### src/rtl/store_pkg.sv
// Shared types for the store write buffer: entry layout and drain states.
package store_pkg;

  localparam int NUM_CORES    = 4;
  localparam int CORE_IDX_W   = 2;
  localparam int STORE_DATA_W = 8;
  localparam int STORE_ROW_W  = 4;

  typedef struct packed {
    logic [STORE_ROW_W-1:0] row;
    logic [NUM_CORES-1:0][STORE_DATA_W-1:0] data;
  } store_entry_t;

  typedef enum logic {
    S_IDLE,
    S_WRITE
  } drain_state_t;

endpackage

### src/rtl/store_fifo.sv
// DEPTH-entry FIFO of store entries; exposes the entry that will be
// at the head after the coming edge so the drain outputs can be registered.
module store_fifo
  import store_pkg::*;
#(
  parameter int DEPTH = 4,
  parameter int CNT_W = $clog2(DEPTH) + 1
) (
  input  logic         clk,
  input  logic         rst_n,
  input  logic         push,
  input  logic         pop,
  input  store_entry_t din,
  output store_entry_t head_next,
  output logic         full,
  output logic         empty,
  output logic [CNT_W-1:0] count
);

  localparam int PTR_W = $clog2(DEPTH);

  store_entry_t mem [DEPTH];
  logic [PTR_W-1:0] wr_ptr;
  logic [PTR_W-1:0] rd_ptr;
  logic [PTR_W-1:0] rd_ptr_inc;
  logic [CNT_W-1:0] count_n;

  assign rd_ptr_inc = rd_ptr + PTR_W'(1);

  always_comb begin
    count_n = count;
    unique case ({push, pop})
      2'b10:   count_n = count + CNT_W'(1);
      2'b01:   count_n = count - CNT_W'(1);
      default: count_n = count;
    endcase
  end

  // With one entry left a pop hands the head over to the word being pushed.
  always_comb begin
    head_next = mem[rd_ptr];
    if (pop) begin
      if (count > CNT_W'(1))
        head_next = mem[rd_ptr_inc];
      else
        head_next = din;
    end else if (count == '0) begin
      head_next = din;
    end
  end

  always_ff @(posedge clk) begin
    if (push)
      mem[wr_ptr] <= din;
  end

  always_ff @(posedge clk or negedge rst_n) begin
    if (!rst_n) begin
      wr_ptr <= '0;
      rd_ptr <= '0;
      count  <= '0;
      full   <= 1'b0;
      empty  <= 1'b1;
    end else begin
      if (push)
        wr_ptr <= wr_ptr + PTR_W'(1);
      if (pop)
        rd_ptr <= rd_ptr_inc;
      count <= count_n;
      full  <= (count_n == CNT_W'(DEPTH));
      empty <= (count_n == '0);
    end
  end

endmodule

### src/rtl/store_write_buffer.sv
// Captures four core result words per stored row and drains them to
// data memory one word at a time over a ready/valid handshake.
module store_write_buffer
  import store_pkg::*;
#(
  parameter int DATA_W = STORE_DATA_W,
  parameter int ROW_W  = STORE_ROW_W,
  parameter int DEPTH  = 4
) (
  input  logic              clk,
  input  logic              rst_n,
  input  logic              sw_en,
  input  logic              mem_wr,
  input  logic [ROW_W-1:0]  row_addr,
  input  logic [DATA_W-1:0] core_data0,
  input  logic [DATA_W-1:0] core_data1,
  input  logic [DATA_W-1:0] core_data2,
  input  logic [DATA_W-1:0] core_data3,
  input  logic              dmem_ready,
  output logic              dmem_we,
  output logic [ROW_W+1:0]  dmem_addr,
  output logic [DATA_W-1:0] dmem_wdata,
  output logic              full,
  output logic              busy,
  output logic              drained,
  output logic              overflow
);

  localparam int CNT_W = $clog2(DEPTH) + 1;

  store_entry_t din;
  store_entry_t head_next;
  logic push;
  logic pop;
  logic drop;
  logic drain_last;
  logic fifo_empty;
  logic [CNT_W-1:0] count;

  drain_state_t state;
  drain_state_t state_n;
  logic [CORE_IDX_W-1:0] idx;
  logic [CORE_IDX_W-1:0] idx_n;

  assign din.row  = row_addr;
  assign din.data = {core_data3, core_data2,
                     core_data1, core_data0};

  // full is the pre-edge occupancy, so a pop cannot make room this edge.
  assign push = sw_en && mem_wr && !full;
  assign drop = sw_en && mem_wr && full;
  assign pop  = (state == S_WRITE) && dmem_ready
             && (idx == CORE_IDX_W'(NUM_CORES - 1));
  assign drain_last = pop && (count == CNT_W'(1)) && !push;
  assign busy = ~fifo_empty;

  store_fifo #(
    .DEPTH (DEPTH),
    .CNT_W (CNT_W)
  ) u_fifo (
    .clk       (clk),
    .rst_n     (rst_n),
    .push      (push),
    .pop       (pop),
    .din       (din),
    .head_next (head_next),
    .full      (full),
    .empty     (fifo_empty),
    .count     (count)
  );

  always_comb begin
    state_n = state;
    idx_n   = idx;
    unique case (state)
      S_IDLE: begin
        if (push) begin
          state_n = S_WRITE;
          idx_n   = '0;
        end
      end
      S_WRITE: begin
        if (dmem_ready) begin
          idx_n = idx + CORE_IDX_W'(1);
          if (drain_last)
            state_n = S_IDLE;
        end
      end
      default: begin
        state_n = S_IDLE;
        idx_n   = '0;
      end
    endcase
  end

  always_ff @(posedge clk or negedge rst_n) begin
    if (!rst_n) begin
      state      <= S_IDLE;
      idx        <= '0;
      dmem_we    <= 1'b0;
      dmem_addr  <= '0;
      dmem_wdata <= '0;
      drained    <= 1'b0;
      overflow   <= 1'b0;
    end else begin
      state   <= state_n;
      idx     <= idx_n;
      drained <= drain_last;
      if (drop)
        overflow <= 1'b1;
      if (state_n == S_WRITE) begin
        dmem_we    <= 1'b1;
        dmem_addr  <= {head_next.row, idx_n};
        dmem_wdata <= head_next.data[idx_n];
      end else begin
        dmem_we    <= 1'b0;
        dmem_addr  <= '0;
        dmem_wdata <= '0;
      end
    end
  end

endmodule
### config.mk
export PLATFORM = sky130hd
export DESIGN_NAME = store_write_buffer
export DESIGN_NICKNAME = d
export VERILOG_FILES = /design/src/rtl/store_pkg.sv /design/src/rtl/store_fifo.sv /design/src/rtl/store_write_buffer.sv
export SDC_FILE = /design/constraint.sdc
export NUM_CORES = 1
export LEC_CHECK = 0
export ABC_AREA = 1
export BUFFER_PORTS_ARGS = -buffer_cell sky130_fd_sc_hd__buf_2
export CELL_PAD_IN_SITES_DETAIL_PLACEMENT = 0
export CELL_PAD_IN_SITES_GLOBAL_PLACEMENT = 1
export CORE_ASPECT_RATIO = 1.5
export CORE_MARGIN = 2
export CORE_UTILIZATION = 29
export DETAILED_ROUTE_END_ITERATION = 6
export GPL_TIMING_DRIVEN = 0
export PLACE_DENSITY = 0.54
export SLEW_MARGIN = 30
export SYNTH_ARGS = -nofsm -noshare
export SYNTH_HDL_FRONTEND = slang
export SYNTH_SLANG_ARGS = --single-unit
### constraint.sdc
create_clock -name clk -period 8.01 [get_ports clk]
set_input_delay 0.801 -clock clk [delete_from_list [all_inputs] [get_ports clk]]
set_output_delay 0.801 -clock clk [all_outputs]
set_load 0.1 [all_outputs]
==> flow_summary.ini <==
[synth]
synth_area_leader_cell = edfxtp_1
synth_cell_type_count = 34
ys_ff_latch = 172
yosysMostFrequentCell = nand2_1
seq_area_frac_synth_pct = 54.2
async_reset_ff_share_pct = 16.3
ys_top_cells_by_count = 400 x nand2_1, 165 x nand3_1, 144 x edfxtp_1
synth-edff-count = 144
synth_top_area_share_pct = 46.6
ys.warnings.count = 0
ys.flop_type = edfxtp_1
syn_area_mm2 = 0.00927
synthesis.nets = 1168
synthTopCellsByArea = edfxtp_1 47%, nand2_1 16%, nand3_1 8.9%
synth_area_per_cell_um2 = 8.32
syn_inst = 1115

[place]
gp_congestion = 0.815
dp_slack_ns = 5.08
hpwlAfterDp_mm = 24.2
placed_area_mm2 = 0.0103
placedCellCount = 1592
io_buffer_count = 59

[floorplan]
core-area_mm2 = 0.0316
num_io_pins = 60
rows = 80
dieWidth_um = 150
dieArea_mm2 = 0.0335
dieHeight_um = 223
initial_core_util_pct = 29.3

[power]
powerDensity_mw_per_mm2 = 446
p_total_mw = 4.88
ir_worst_vdd_v = 0.000246
leakage_nw = 4.71

[route]
dr.pass1.iters = 6
wl_per_cell_um = 21.0
via_per_inst = 4.93
route.detailed.drc = 0
ant_nets = 0
drt_wl_total_mm = 34.1
drt_iter0_drc = 598
vias = 8009

[worst_setup_path]
ff2ff_path_depth = 12
critPathRequiredTime_ns = 8.32
r2r_start = u_fifo.count[0]
worstSetupPathType = flip-flop to flip-flop
start_kind = flip-flop
setup.worst_path.start = u_fifo.count[0]
r2r-end = dmem_wdata[6]
crit_fanout = 10
end_kind = flip-flop
reg2reg_slack_ns = 5.39
cp.arrival_ns = 2.93

[grt]
gr-usage-all-layers_pct = 21.2
antenna_found_initial = 0
grt_pass1_vias = 8126
grt_max_degree = 29
grt_overflow_total = 0
grt_pass1_wl_mm = 51.2

[clock_network]
clk_path_buf_depth = 2
ctsResizeCount = 0
numCtsBuffers = 17
cts_tree = done
clk_pin_slew_ns = 0.07
post_cts_buffers = 0
cts_root_buffer = clkbuf_16
clock_sinks = 172
ctsHtreeMaxLevel = 4
clk_latency_ns = 0.45
ctsHoldBuffers = 0

[timing]
finalSetupTns_ns = 0
worstMarginPinSlew_ns = 0.829
fin_crit_sh_pct = 32.7
timing.fmax_ghz = 0.382
period_needed_ns = 2.62
finalHoldViolCount = 0
relSlewSlack_pct = 44.7
setup_violations = 0
whs_ns = 0.412
finalMaxSlewViolations = 0
rsz0062_at_grt = no
setup_slack_ns = 5.39
finalClockSkew_ns = 0.00963

[finish]
stdcell_count = 1624
fin_area_mm2 = 0.0110
nNetsFinal = 1254
n_antenna_cell = 0
fin_util_pct = 34.6
drive_gt1_share_pct = 14.3
area_growth_pct = 18.1

[run]
max_cap_violations = 0

[outcome]
status = complete, no violations

[hold_path]
hold_path.class = primary input to asynchronous set/reset pin
[flip-flops by register name, summed over array words and instances (netlist names)]
register,cells
dmem_addr,6
dmem_wdata,8
dmem_we,1
drained,1
idx,2
overflow,1
u_fifo.count,3
u_fifo.empty,1
u_fifo.full,1
u_fifo.mem,144
u_fifo.rd_ptr,2
u_fifo.wr_ptr,2
[power by group]
part	total (mW)	internal [mW]	switching, mW	leakage, nW
combinational	2.79	0.721	2.07	2.78
sequential	1.19	1.13	0.0674	1.64
clock	0.899	0.522	0.377	0.287
total	4.88	2.37	2.51	4.71
[routing by layer]
layer | share of wire (%) | wire length (um) | up-vias | global-route usage (%)
met5 | 0 | 0 | - | 0
met4 | 2.0 | 680 | 0 | 6.66
met3 | 4.1 | 1400 | 42 | 2.72
met2 | 53 | 17900 | 204 | 38.2
met1 | 41 | 14100 | 3898 | 26.0
li1 | - | - | 3865 | -
[cells in the final DEF, fill, tap and decap left out, types with 2 or more instances in the layout]
cell,instances
o21ai_0,36
inv_2,5
nand3_1,165
edfxtp_1,144
a21oi_1,63
inv_6,2
ha_1,12
o22ai_1,7
o21ai_1,6
o221ai_1,2
inv_4,2
bufinv_16,4
clkbuf_1,13
nor2_4,8
o211ai_1,5
clkinv_1,2
clkbuf_16,17
clkinvlp_4,5
nor2_1,75
buf_2,92
dfrtp_1,27
nand2_1,400
inv_1,75
buf_4,18
nand2_2,4
xor2_1,3
buf_16,8
[layout make-up]
type / count / area (um^2)
fill: 3397 / 20700
multi-input combinational: 795 / 3600
sequential: 172 / 5030
clock buffer: 18 / 429
inverter: 83 / 317
clock inverter: 14 / 193
tap: 410 / 513
timing repair buffer: 67 / 515
buffer: 65 / 360
[cell families after synthesis]
group,synth area share (%)
flip-flops,54.2
buffers and inverters,7.30
AO/OA/AOI/OAI,7.18
AND/OR/NAND/NOR,29.3
XOR/XNOR,0.283
adder cells (fa/ha/maj),1.62
multiplexers,0.121
[worst max-delay path, cell delays in order (launching register included)]
cell and delay, ns:
dfrtp_1 0.41, inv_1 0.15, ha_1 0.17, inv_1 0.04
nor2_1 0.23, clkinv_1 0.36, buf_2 0.34, nand3_1 0.13
nand3_1 0.08, nand3_1 0.13, nand2_1 0.08, nor2_1 0.22
a21oi_1 0.14
[worst max path at each step]
stage	to
after floorplan	u_fifo.mem[0][0]
after global placement	u_fifo.mem[2][21]
after detailed placement	u_fifo.full
after CTS	u_fifo.full
after global routing	u_fifo.full
final	dmem_wdata[6]
Note: power is estimated with default switching activity, not from simulation.
